<file path="config.mk">
export PLATFORM = sky130hd
export DESIGN_NAME = mod3_frame_accum
export DESIGN_NICKNAME = d
export VERILOG_FILES = /design/src/rtl/matrix_pkg.sv /design/src/rtl/syn_mod3_32.sv /design/src/rtl/mod3_frame_accum.sv
export SDC_FILE = /design/constraint.sdc
export NUM_CORES = 1
export LEC_CHECK = 0
export ABC_CLOCK_PERIOD_IN_PS = 2210
export BUFFER_PORTS_ARGS = -buffer_cell sky130_fd_sc_hd__buf_2
export CORE_MARGIN = 4
export CORE_UTILIZATION = 50
export CTS_BUF_LIST = sky130_fd_sc_hd__clkbuf_8
export DETAILED_ROUTE_END_ITERATION = 16
export MAX_ROUTING_LAYER = met4
export PLACE_DENSITY_LB_ADDON = 0.15
export SLEW_MARGIN = 25
export SYNTH_ARGS = -nofsm -noshare
export SYNTH_HDL_FRONTEND = slang
export SYNTH_SLANG_ARGS = --single-unit
</file>
<file path="constraint.sdc">
create_clock -name clk -period 2.21 [get_ports clk]
set_input_delay 0.442 -clock clk [delete_from_list [all_inputs] [get_ports clk]]
set_output_delay 0.442 -clock clk [all_outputs]
set_load 0.005 [all_outputs]
</file>
<file path="src/rtl/matrix_pkg.sv">
// Shared types and helpers for the matrix datapath: mod-3 residue type,
// frame-accumulator state encoding and the residue fold function.
package matrix_pkg;

    typedef logic [1:0] mod3_t;

    typedef enum logic [1:0] {
        IDLE,
        ACCUM,
        DONE
    } mod3_acc_state_e;

    // Shifts the running residue left by one word (times K = 2^WIDTH mod 3)
    // and adds the new word residue. Operands are legal residues 0..2.
    function automatic mod3_t mod3_fold(mod3_t acc, mod3_t m, bit k_is_two);
        mod3_t      scaled;
        logic [2:0] sum;
        if (k_is_two) begin
            case (acc)
                2'd1:    scaled = 2'd2;
                2'd2:    scaled = 2'd1;
                default: scaled = 2'd0;
            endcase
        end else begin
            scaled = acc;
        end
        sum = {1'b0, scaled} + {1'b0, m};
        return (sum >= 3'd3) ? mod3_t'(sum - 3'd3) : sum[1:0];
    endfunction

endpackage

</file>
<file path="src/rtl/syn_mod3_32.sv">
// Combinational residue of one word (up to 32 bits) modulo 3.
module syn_mod3_32
    import matrix_pkg::*;
#(
    parameter int WIDTH = 32
) (
    input  logic [WIDTH-1:0] data,
    output mod3_t            mod
);

    if (WIDTH < 1 || WIDTH > 32) begin : g_bad_width
        $error("syn_mod3_32: WIDTH must be in 1..32");
    end

    logic [31:0] padded;
    logic [5:0]  digit_sum;

    // Base-4 digits each carry weight 1 mod 3, so the digit sum (max 48)
    // has the same residue as the word.
    always_comb begin
        padded    = 32'(data);
        digit_sum = '0;
        // NOTE: blocking assignments in always_comb; digit_sum is a running
        // total within one evaluation, and assigning it first avoids a latch.
        for (int i = 0; i < 16; i++) begin
            digit_sum = digit_sum + 6'(padded[2*i +: 2]);
        end
        mod = mod3_t'(digit_sum % 6'd3);
    end

endmodule

</file>
<file path="src/rtl/mod3_frame_accum.sv">
// Folds per-word mod-3 residues of an MSW-first frame into a frame residue
// and presents it, with a saturating word count, over valid/ready.
module mod3_frame_accum
    import matrix_pkg::*;
#(
    parameter int WIDTH   = 32,
    parameter int COUNT_W = 8
) (
    input  logic               clk,
    input  logic               rst_n,
    input  logic               clr,
    input  logic               in_valid,
    output logic               in_ready,
    input  logic [WIDTH-1:0]   in_data,
    input  logic               in_last,
    output logic               res_valid,
    input  logic               res_ready,
    output mod3_t              res_mod,
    output logic               res_zero,
    output logic [COUNT_W-1:0] res_count,
    output logic               res_ovf
);

    localparam bit K_IS_TWO = (WIDTH % 2) == 1;

    mod3_acc_state_e    state;
    mod3_t              acc;
    mod3_t              acc_next;
    mod3_t              word_mod;
    logic [COUNT_W-1:0] cnt;
    logic [COUNT_W-1:0] cnt_next;
    logic               ovf;
    logic               ovf_next;
    logic               cnt_sat;
    logic               accept;

    syn_mod3_32 #(.WIDTH(WIDTH)) u_word_mod (
        .data (in_data),
        .mod  (word_mod)
    );

    // clr blocks acceptance in the same cycle so a coincident word is dropped.
    assign in_ready  = rst_n && !clr && (state != DONE);
    assign res_valid = (state == DONE);
    assign accept    = in_valid && in_ready;

    always_comb begin
        cnt_sat  = &cnt;
        cnt_next = cnt_sat ? cnt : cnt + COUNT_W'(1);
        ovf_next = ovf | cnt_sat;
        acc_next = mod3_fold(acc, word_mod, K_IS_TWO);
    end

    // NOTE: non-blocking assignments for all state so every register samples
    // the pre-edge values regardless of statement order.
    always_ff @(posedge clk or negedge rst_n) begin
        if (!rst_n) begin
            state     <= IDLE;
            acc       <= '0;
            cnt       <= '0;
            ovf       <= 1'b0;
            res_mod   <= '0;
            res_zero  <= 1'b0;
            res_count <= '0;
            res_ovf   <= 1'b0;
        end else if (clr) begin
            state <= IDLE;
            acc   <= '0;
            cnt   <= '0;
            ovf   <= 1'b0;
        end else begin
            case (state)
                IDLE, ACCUM: begin
                    if (accept) begin
                        acc <= acc_next;
                        cnt <= cnt_next;
                        ovf <= ovf_next;
                        if (in_last) begin
                            state     <= DONE;
                            res_mod   <= acc_next;
                            res_zero  <= (acc_next == 2'd0);
                            res_count <= cnt_next;
                            res_ovf   <= ovf_next;
                        end else begin
                            state <= ACCUM;
                        end
                    end
                end
                DONE: begin
                    if (res_ready) begin
                        state <= IDLE;
                        acc   <= '0;
                        cnt   <= '0;
                        ovf   <= 1'b0;
                    end
                end
                default: state <= IDLE;
            endcase
        end
    end

endmodule

</file>
==> flow_summary_export.csv, run 1 <==
group,metric,value,unit
status,status,"complete, but fails checks",
status,violations,"setup timing",
setup_path,cp.required,2370,ps
cts,cts_sinks,25,
final_layout,layout_common_cells,"49 x buf_2, 49 x buf_4, 38 x inv_1",
setup_path,cp_slowest_stage_delay,580,ps
yosys,synthCells,290,
floorplanning,fp-row-count,26,
drt,drt_wl_total,6120,um
yosys,synth_nets,373,
setup_path,cp_slowest_cell,"or4b_4",
floorplanning,die_w,80.8,um
floorplanning,die_h,80.8,um
sta,final_max_slew_viol_count,0,
place,portBuffers,51,
yosys,synth_cell_types,56,
sta,relSlewSlack,63.3,%
setup_path,crit_buf_inv,5,
final_layout,post-route-util,70.3,%
sta,rsz0062_at_grt,"yes",
place,place_ws,-7230,ps
grt,grt_remaining_overflow,0,
sta,timing.final.ws_setup,-6770,ps
cts,cts_buffer_depth,2,
yosys,synth_edf_count,0,
floorplanning,io-pin-count,52,
cts,numCtsBuffers,3,
drt,drtIter0Drc,76,
cts,cts_tree,"yes",
job,drv_cap,0,
cts,clk_latency,270,ps
worst_hold_path,min-delay-path-class,"primary input to async pin",
setup_path,path_max_fanout,5,
setup_path,crit_type,"primary input to register",
drt,via_count,2380,
place,gp_congestion,0.854,
final_layout,nets,474,
sta,fmax,111,MHz
drt,drtPass1Iterations,4,
floorplanning,dieArea,6520,um^2
yosys,async_reset_ff_share,100,%
yosys,netlist_area,2650,um^2
sta,fin_skew,1.87,ps
yosys,synthFlopType,"dfrtp_1",
grt,grt_max_degree,28,
drt,wl_per_cell,13.3,um
final_layout,diodes,0,
setup_path,end_kind,"register",
setup_path,crit_family,"adder cells",
floorplanning,initial_core_util,51.8,%
yosys,synth_top_area_share,23.6,%
grt,grt_first_pass_wirelength,10200,um
grt,grtUsageTotal,20.2,%
grt,grt_pass1_vias,2342,
setup_path,crit_path_start_kind,"primary input",
cts,ctsRootBufferMaster,"clkbuf_8",
yosys,synth_warnings,0,
yosys,synth.area.top_cells,"dfrtp_1 24%, fa_1 21%, ha_1 8.0%, inv_1 5.8%, o21ai_0 4.2%",
final_layout,drive_gt1_share,39.2,%
grt,antenna_found_initial,0,
sta,finalSetupViolations,5,
final_layout,area.growth.synth_to_final,35.6,%
sta,fin_crit_sh,406,%
place,place_hpwl,4770,um
setup_path,crit_path_frequent_cell,"fa_1",
yosys,post_synth.cell_area_avg,9.13,um^2
drt,via_per_inst,5.17,
cts,clkTransAtPathRegs,80,ps
sta,worst_pin_slew,549,ps
yosys,synth_largest_area_cell,"dfrtp_1",
setup_path,crit_arrival,9140,ps
cts,h-tree-depth,1,
floorplanning,coreArea,5110,um^2
sta,hold_viol,0,
yosys,synth_seq_cells,25,
sta,fin_crit,8980,ps
cts,cts_hold_buf,0,
drt,ant_nets,0,
drt,drc_errors,0,
yosys,synth-seq-area-share,23.6,%
==> worst paths after layout <==
path,startpoint,endpoint,slack (ps),cells past startpoint
max,in_data[0],res_zero,-6770,34
min,rst_n,res_count[7],180,2
max reg2reg,acc[0],res_zero,40,7
min reg2reg,state[1],state[0],480,1
max in group asynchronous,rst_n,cnt[1],1790,2
min in group clk,clr,state[0],380,2
==> metrics by stage <==
stage / hold slack [ps] / std cells / setup TNS [ps] / instance area, um^2
CTS: 187 / 454 / -33430 / 3480
floorplan: 146 / 290 / -33350 / 2710
detailed placement: 461 / 443 / -35780 / 3310
global placement: 455 / 443 / -34460 / 3310
global route: 198 / 460 / -34930 / 3590
finish: 180 / 460 / -33490 / 3590
==> routing by layer <==
layer,share of wire [%],global-route usage (%)
met5,0,-
met1,44,26.3
met4,0.75,3.21
met2,53,34.8
met3,2.8,2.55
==> state kept, by name (all words and copies together) (netlist names) <==
name	count
res_mod	2
res_zero	1
ovf	1
acc	2
res_count	8
cnt	8
state	2
res_ovf	1
==> timing repair <==
action | 4_1_cts | 5_1_grt
pin swaps | 26 | 16
setup endpoints to repair | 5 | 12
gates resized for setup | 21 | 17
setup buffers | 7 | 6
==> logic make-up after synthesis <==
kind of cell	share of synthesized area [%]
mux	2.03
flops	23.6
simple gates	17.4
fa+ha+maj	29.2
buf+inv	7.89
xor+xnor	2.93
compound gates	16.9
==> synthesized netlist by cell type (3+ instances only) <==
| cell | count |
|---|---|
| o31ai_1 | 4 |
| dfrtp_1 | 25 |
| o21a_1 | 3 |
| fa_1 | 28 |
| and3_1 | 3 |
| clkbuf_1 | 5 |
| mux2i_1 | 4 |
| nand3b_1 | 3 |
| nand3_1 | 10 |
| inv_1 | 41 |
| nor3_1 | 4 |
| o21ai_0 | 22 |
| nor2_1 | 21 |
| ha_1 | 17 |
| a21o_1 | 4 |
| nor2b_1 | 3 |
| a21oi_1 | 14 |
| nand2_1 | 25 |
| nor4_1 | 3 |
| xnor2_1 | 5 |
==> worst register-to-register path: stages (launching register included) <==
cell     delay (ps)
dfrtp_1         400
ha_1            220
fa_1            500
ha_2            220
or3_4           360
a21oi_4         150
nor2_2           50
a22o_1          170
==> area by class of cell <==
| type | count | area [um^2] |
|---|---|---|
| Clock buffer | 3 | 41.3 |
| Clock inverter | 1 | 3.75 |
| Fill cell | 403 | 1520 |
| Inverter | 42 | 158 |
| Multi-Input combinational cell | 214 | 1980 |
| Sequential cell | 25 | 626 |
| Tap cell | 70 | 87.6 |
| Timing Repair Buffer | 105 | 692 |
Power of run 1 is not shown: default switching activity piles up to over one toggle a cycle in this logic, so the estimate is an artifact.
==> run 2: changes to the inputs <==
--- a/config.mk
+++ b/config.mk
@@ -8,7 +8,7 @@
 export ABC_CLOCK_PERIOD_IN_PS = 2210
 export BUFFER_PORTS_ARGS = -buffer_cell sky130_fd_sc_hd__buf_2
 export CORE_MARGIN = 4
-export CORE_UTILIZATION = 50
+export CORE_UTILIZATION = 52
 export CTS_BUF_LIST = sky130_fd_sc_hd__clkbuf_8
 export DETAILED_ROUTE_END_ITERATION = 16
 export MAX_ROUTING_LAYER = met4
==> run 2 against run 1 <==
Compared with the run above:
- the run still ends with setup timing left
- die area shrank 3.5%
- highest routed layer unchanged
- core utilization grew 5.4 points
- flip-flop and latch count is the same
- critical path depth grew 2
- setup slack gained 110 ps
- final cell count grew 0.87%
- hold slack is essentially flat
- via count grew 4.1%
- first-iteration DRC count grew 20%
- final area grew 1.6%
- global-route usage grew 0.77 points
==> flow_summary_export.csv, run 2 (same netlist as run 1, synthesis figures left out) <==
group,metric,value,unit
status,status,"complete, but fails checks",
status,violations,"setup timing",
floorplanning,initial_core_util,55.0,%
place,place_hpwl,4840,um
sta,fmax,113,MHz
place,portBuffers,51,
drt,drt_wl_total,6370,um
sta,relSlewSlack,73.5,%
final_layout,layout_common_cells,"59 x buf_4, 49 x buf_2, 37 x inv_1",
place,dp.cells,440,
final_layout,fin_cells,464,
floorplanning,die_h,79.4,um
sta,timing.final.ws_setup,-6660,ps
cts,h-tree-depth,1,
place,place_ws,-7190,ps
cts,cts_buffer_depth,2,
cts,clkTransAtPathRegs,80,ps
grt,grt_max_degree,28,
final_layout,multi_input_area,2000,um^2
setup_path,path_max_fanout,6,
setup_path,crit_family,"adder cells",
sta,worst_pin_slew,395,ps
grt,antenna_found_initial,0,
final_layout,reg_top3,"cnt: 8 flops, res_count: 8 flops",
job,drv_cap,0,
setup_path,crit_buf_inv,7,
drt,drc_errors,0,
grt,grtUsageTotal,21.0,%
final_layout,layout_commonest_cell,"buf_4",
place,gp_congestion,0.828,
setup_path,rrSetupSlack,130,ps
drt,via_per_inst,5.34,
setup_path,crit_type,"primary input to register",
sta,hold_viol,0,
cts,cts_sinks,25,
floorplanning,coreArea,4820,um^2
sta,finalSetupViolations,5,
drt,drtPass1Iterations,4,
setup_path,crit_path_frequent_cell,"fa_1",
sta,rsz0062_at_grt,"yes",
cts,numCtsBuffers,3,
sta,fin_crit_sh,401,%
cts,clk_latency,270,ps
setup_path,crit_path_start_kind,"primary input",
final_layout,drive_gt1_share,40.3,%
final_layout,fin_area,3650,um^2
setup_path,cp_slowest_stage_delay,540,ps
final_layout,diodes,0,
floorplanning,dieArea,6300,um^2
grt,grt_pass1_vias,2418,
final_layout,seqCellArea,626,um^2
setup_path,end_kind,"register",
place,place_area,3300,um^2
sta,fin_crit,8870,ps
final_layout,nets,481,
setup_path,cp.required,2370,ps
floorplanning,fp-row-count,25,
final_layout,post-route-util,75.7,%
grt,grt_remaining_overflow,0,
cts,ctsRootBufferMaster,"clkbuf_8",
final_layout,area.growth.synth_to_final,37.8,%
floorplanning,die_w,79.4,um
setup_path,cp_slowest_cell,"fa_2",
cts,cts_tree,"yes",
worst_hold_path,min-delay-path-class,"primary input to async pin",
drt,wl_per_cell,13.7,um
grt,grt_first_pass_wirelength,10400,um
floorplanning,io-pin-count,52,
sta,final_max_slew_viol_count,0,
drt,ant_nets,0,
drt,via_count,2477,
sta,fin_skew,3.15,ps
setup_path,crit_arrival,9030,ps
drt,drtIter0Drc,91,
final_layout,fillers,381,
run 2: changes by cell type in the layout (fill, tap and decap cells not counted), moves of 3 or more:
cell,change
o21ai_0,+3
buf_6,-3
buf_4,+10
ha_4,+3
run 2: cell type report:
| type | count | area share [%] |
|---|---|---|
| clock buffer | 3 | 1.13 |
| multi-input combinational | 214 | 54.9 |
| clock inverter | 1 | 0.103 |
| timing repair buffer | 112 | 20.1 |
| inverter | 42 | 4.32 |
| tap | 67 | 2.30 |
| sequential | 25 | 17.2 |
run 2: worst paths after layout:
path	startpoint	to	depth (start not counted)
max in group asynchronous	rst_n	res_mod[0]	2
min	rst_n	cnt[5]	2
min reg2reg	res_count[4]	res_count[4]	2
max	in_data[0]	res_zero	36
min in group clk	clr	state[0]	2
max reg2reg	acc[0]	res_zero	7
run 2: timing repair:
action,in CTS,in global routing
hold buffers,0,0
setup buffers,16,4
gates resized for setup,23,11
pin swaps,21,14
endpoints found under the setup margin,5,6
run 2: through the flow:
stage               hold slack [ps]  setup TNS [ps]
finish                          180          -33000
global route                    199          -34430
CTS                             199          -33020
detailed placement              465          -35480
global placement                447          -34450
floorplan                       146          -33350
run 2: per-layer routing:
layer	global-route usage (%)	part of all wire [%]	vias up
met3	1.47	4.4	16
li1	-	-	1195
met5	-	0	-
met1	24.9	40	1191
met2	37.3	53	75
met4	8.25	2.5	0
Power of run 2 is left out for the same reason.
==> run 3: changes to the inputs <==
--- a/config.mk
+++ b/config.mk
@@ -13,6 +13,7 @@
 export DETAILED_ROUTE_END_ITERATION = 16
 export MAX_ROUTING_LAYER = met4
 export PLACE_DENSITY_LB_ADDON = 0.15
+export SETUP_SLACK_MARGIN = 0.1
 export SLEW_MARGIN = 25
 export SYNTH_ARGS = -nofsm -noshare
 export SYNTH_HDL_FRONTEND = slang
==> run 3 against run 2 <==
Compared with the run above:
- the flow still finishes with violations (setup timing)
- setup slack gained 6.3 ps
- maximum frequency is essentially flat
- count of clock-buffer cells in the layout is the same
- wire length shrank 0.24%
- global-route usage is the same
- flip-flop and latch count is the same
- die area is the same
- final area is essentially flat
- non-clock buffer count is the same
- sequential share of layout area is essentially flat
- critical path depth is the same
- clock skew is essentially flat
- critical path type unchanged
- largest cell class unchanged
==> flow_summary_export.csv, run 3 (same netlist as run 1, synthesis figures left out) <==
group,metric,value,unit
setup_path,crit_arrival,9020,ps
sta,final_max_slew_viol_count,0,
setup_path,cp_slowest_cell,"fa_2",
worst_hold_path,min-delay-path-class,"primary input to async pin",
floorplanning,io-pin-count,52,
setup_path,rr_endpoint,"res_zero",
grt,grt_pass1_vias,2418,
final_layout,drive_gt1_share,40.6,%
cts,clkTransAtPathRegs,80,ps
final_layout,nets,481,
drt,wl_per_cell,13.7,um
drt,drt_wl_total,6360,um
cts,cts_buffer_depth,2,
setup_path,crit_type,"primary input to register",
final_layout,fin_cells,464,
cts,ctsRootBufferMaster,"clkbuf_8",
sta,finalSetupTns,-32970,ps
status,status,"complete, but fails checks",
drt,drtPass1Iterations,4,
final_layout,layout_commonest_cell,"buf_4",
drt,via_count,2464,
drt,via_per_inst,5.31,
grt,grt_first_pass_wirelength,10400,um
setup_path,path_max_fanout,6,
grt,grt_remaining_overflow,0,
place,place_area,3300,um^2
sta,hold_viol,0,
floorplanning,coreArea,4820,um^2
setup_path,cp.required,2370,ps
cts,cts_tree,"yes",
job,drv_cap,0,
grt,grtUsageTotal,21.0,%
final_layout,fin_area,3650,um^2
floorplanning,die_w,79.4,um
sta,rsz0062_at_grt,"yes",
final_layout,diodes,0,
grt,antenna_found_initial,0,
floorplanning,initial_core_util,55.0,%
status,violations,"setup timing",
setup_path,cp_slowest_stage_delay,540,ps
drt,drc_errors,0,
cts,clk_latency,270,ps
final_layout,reg_top3,"cnt: 8 flops, res_count: 8 flops",
setup_path,crit_path_start_kind,"primary input",
cts,cts_sinks,25,
setup_path,crit_path_frequent_cell,"fa_1",
place,place_ws,-7190,ps
setup_path,reg2reg_depth,7,
place,portBuffers,51,
setup_path,end_kind,"register",
sta,fmax,113,MHz
sta,finalSetupViolations,5,
final_layout,area.growth.synth_to_final,37.9,%
sta,fin_crit_sh,401,%
place,place_hpwl,4840,um
place,dp.cells,440,
sta,fin_crit,8860,ps
cts,h-tree-depth,1,
floorplanning,die_h,79.4,um
sta,relSlewSlack,74.1,%
cts,numCtsBuffers,3,
final_layout,layout_common_cells,"59 x buf_4, 49 x buf_2, 37 x inv_1",
sta,worst_pin_slew,385,ps
sta,fin_skew,2.69,ps
setup_path,worstReg2RegStart,"acc[0]",
sta,timing.final.ws_setup,-6650,ps
setup_path,rrSetupSlack,130,ps
floorplanning,fp-row-count,25,
drt,ant_nets,0,
floorplanning,dieArea,6300,um^2
cts,cts_hold_buf,0,
place,gp_congestion,0.828,
grt,grt_max_degree,28,
drt,drtIter0Drc,95,
run 3: cell types whose count changed in the layout (fill, tap and decap cells not counted):
cell / previous run / this run
nor2_1: 19 / 18
nor2_2: 2 / 3
run 3: layout make-up:
class | count | area, um^2
Inverter | 42 | 158
Timing Repair Buffer | 112 | 733
Sequential cell | 25 | 626
Clock inverter | 1 | 3.75
Tap cell | 67 | 83.8
Fill cell | 382 | 1170
Clock buffer | 3 | 41.3
Multi-Input combinational cell | 214 | 2000
run 3: worst max path at each step:
stage                     endpoint  cells after the start       start  slack, ps
after floorplan           res_zero                     35  in_data[0]      -6780
after global placement    res_zero                     36  in_data[0]      -6970
after detailed placement  res_zero                     37  in_data[0]      -7190
after CTS                 res_zero                     34  in_data[0]      -6680
after global routing      res_zero                     38  in_data[0]      -6930
final                     res_zero                     36  in_data[0]      -6650
run 3: through the flow:
stage	utilization, %	hold WS, ps
after floorplan	-	146
after global placement	68.6	447
after detailed placement	68.6	465
after CTS	74.2	199
after global routing	75.8	199
final	75.8	181
run 3: worst max-delay path, delay by kind of cell:
| kind | cells | cell delay (ps) |
|---|---|---|
| adder cells (fa/ha/maj) | 13 | 4700 |
| AND/OR/NAND/NOR | 8 | 2030 |
| AO/OA/AOI/OAI | 7 | 1100 |
| buffers and inverters | 7 | 500 |
| multiplexers | 1 | 260 |
run 3: layer usage:
metal | part of all wire, % | global-route usage (%)
met5 | 0 | -
met4 | 2.4 | 8.25
met3 | 4.3 | 1.47
met2 | 53 | 37.3
met1 | 40 | 24.9
run 3: repair_timing:
| action | 4_1_cts | 5_1_grt |
|---|---|---|
| pin swaps | 21 | 14 |
| endpoints found under the hold margin | 0 | 0 |
| setup endpoints to repair | 5 | 14 |
| buffers inserted | 16 | 4 |
| resized for setup | 23 | 12 |
Power of run 3 is left out for the same reason.
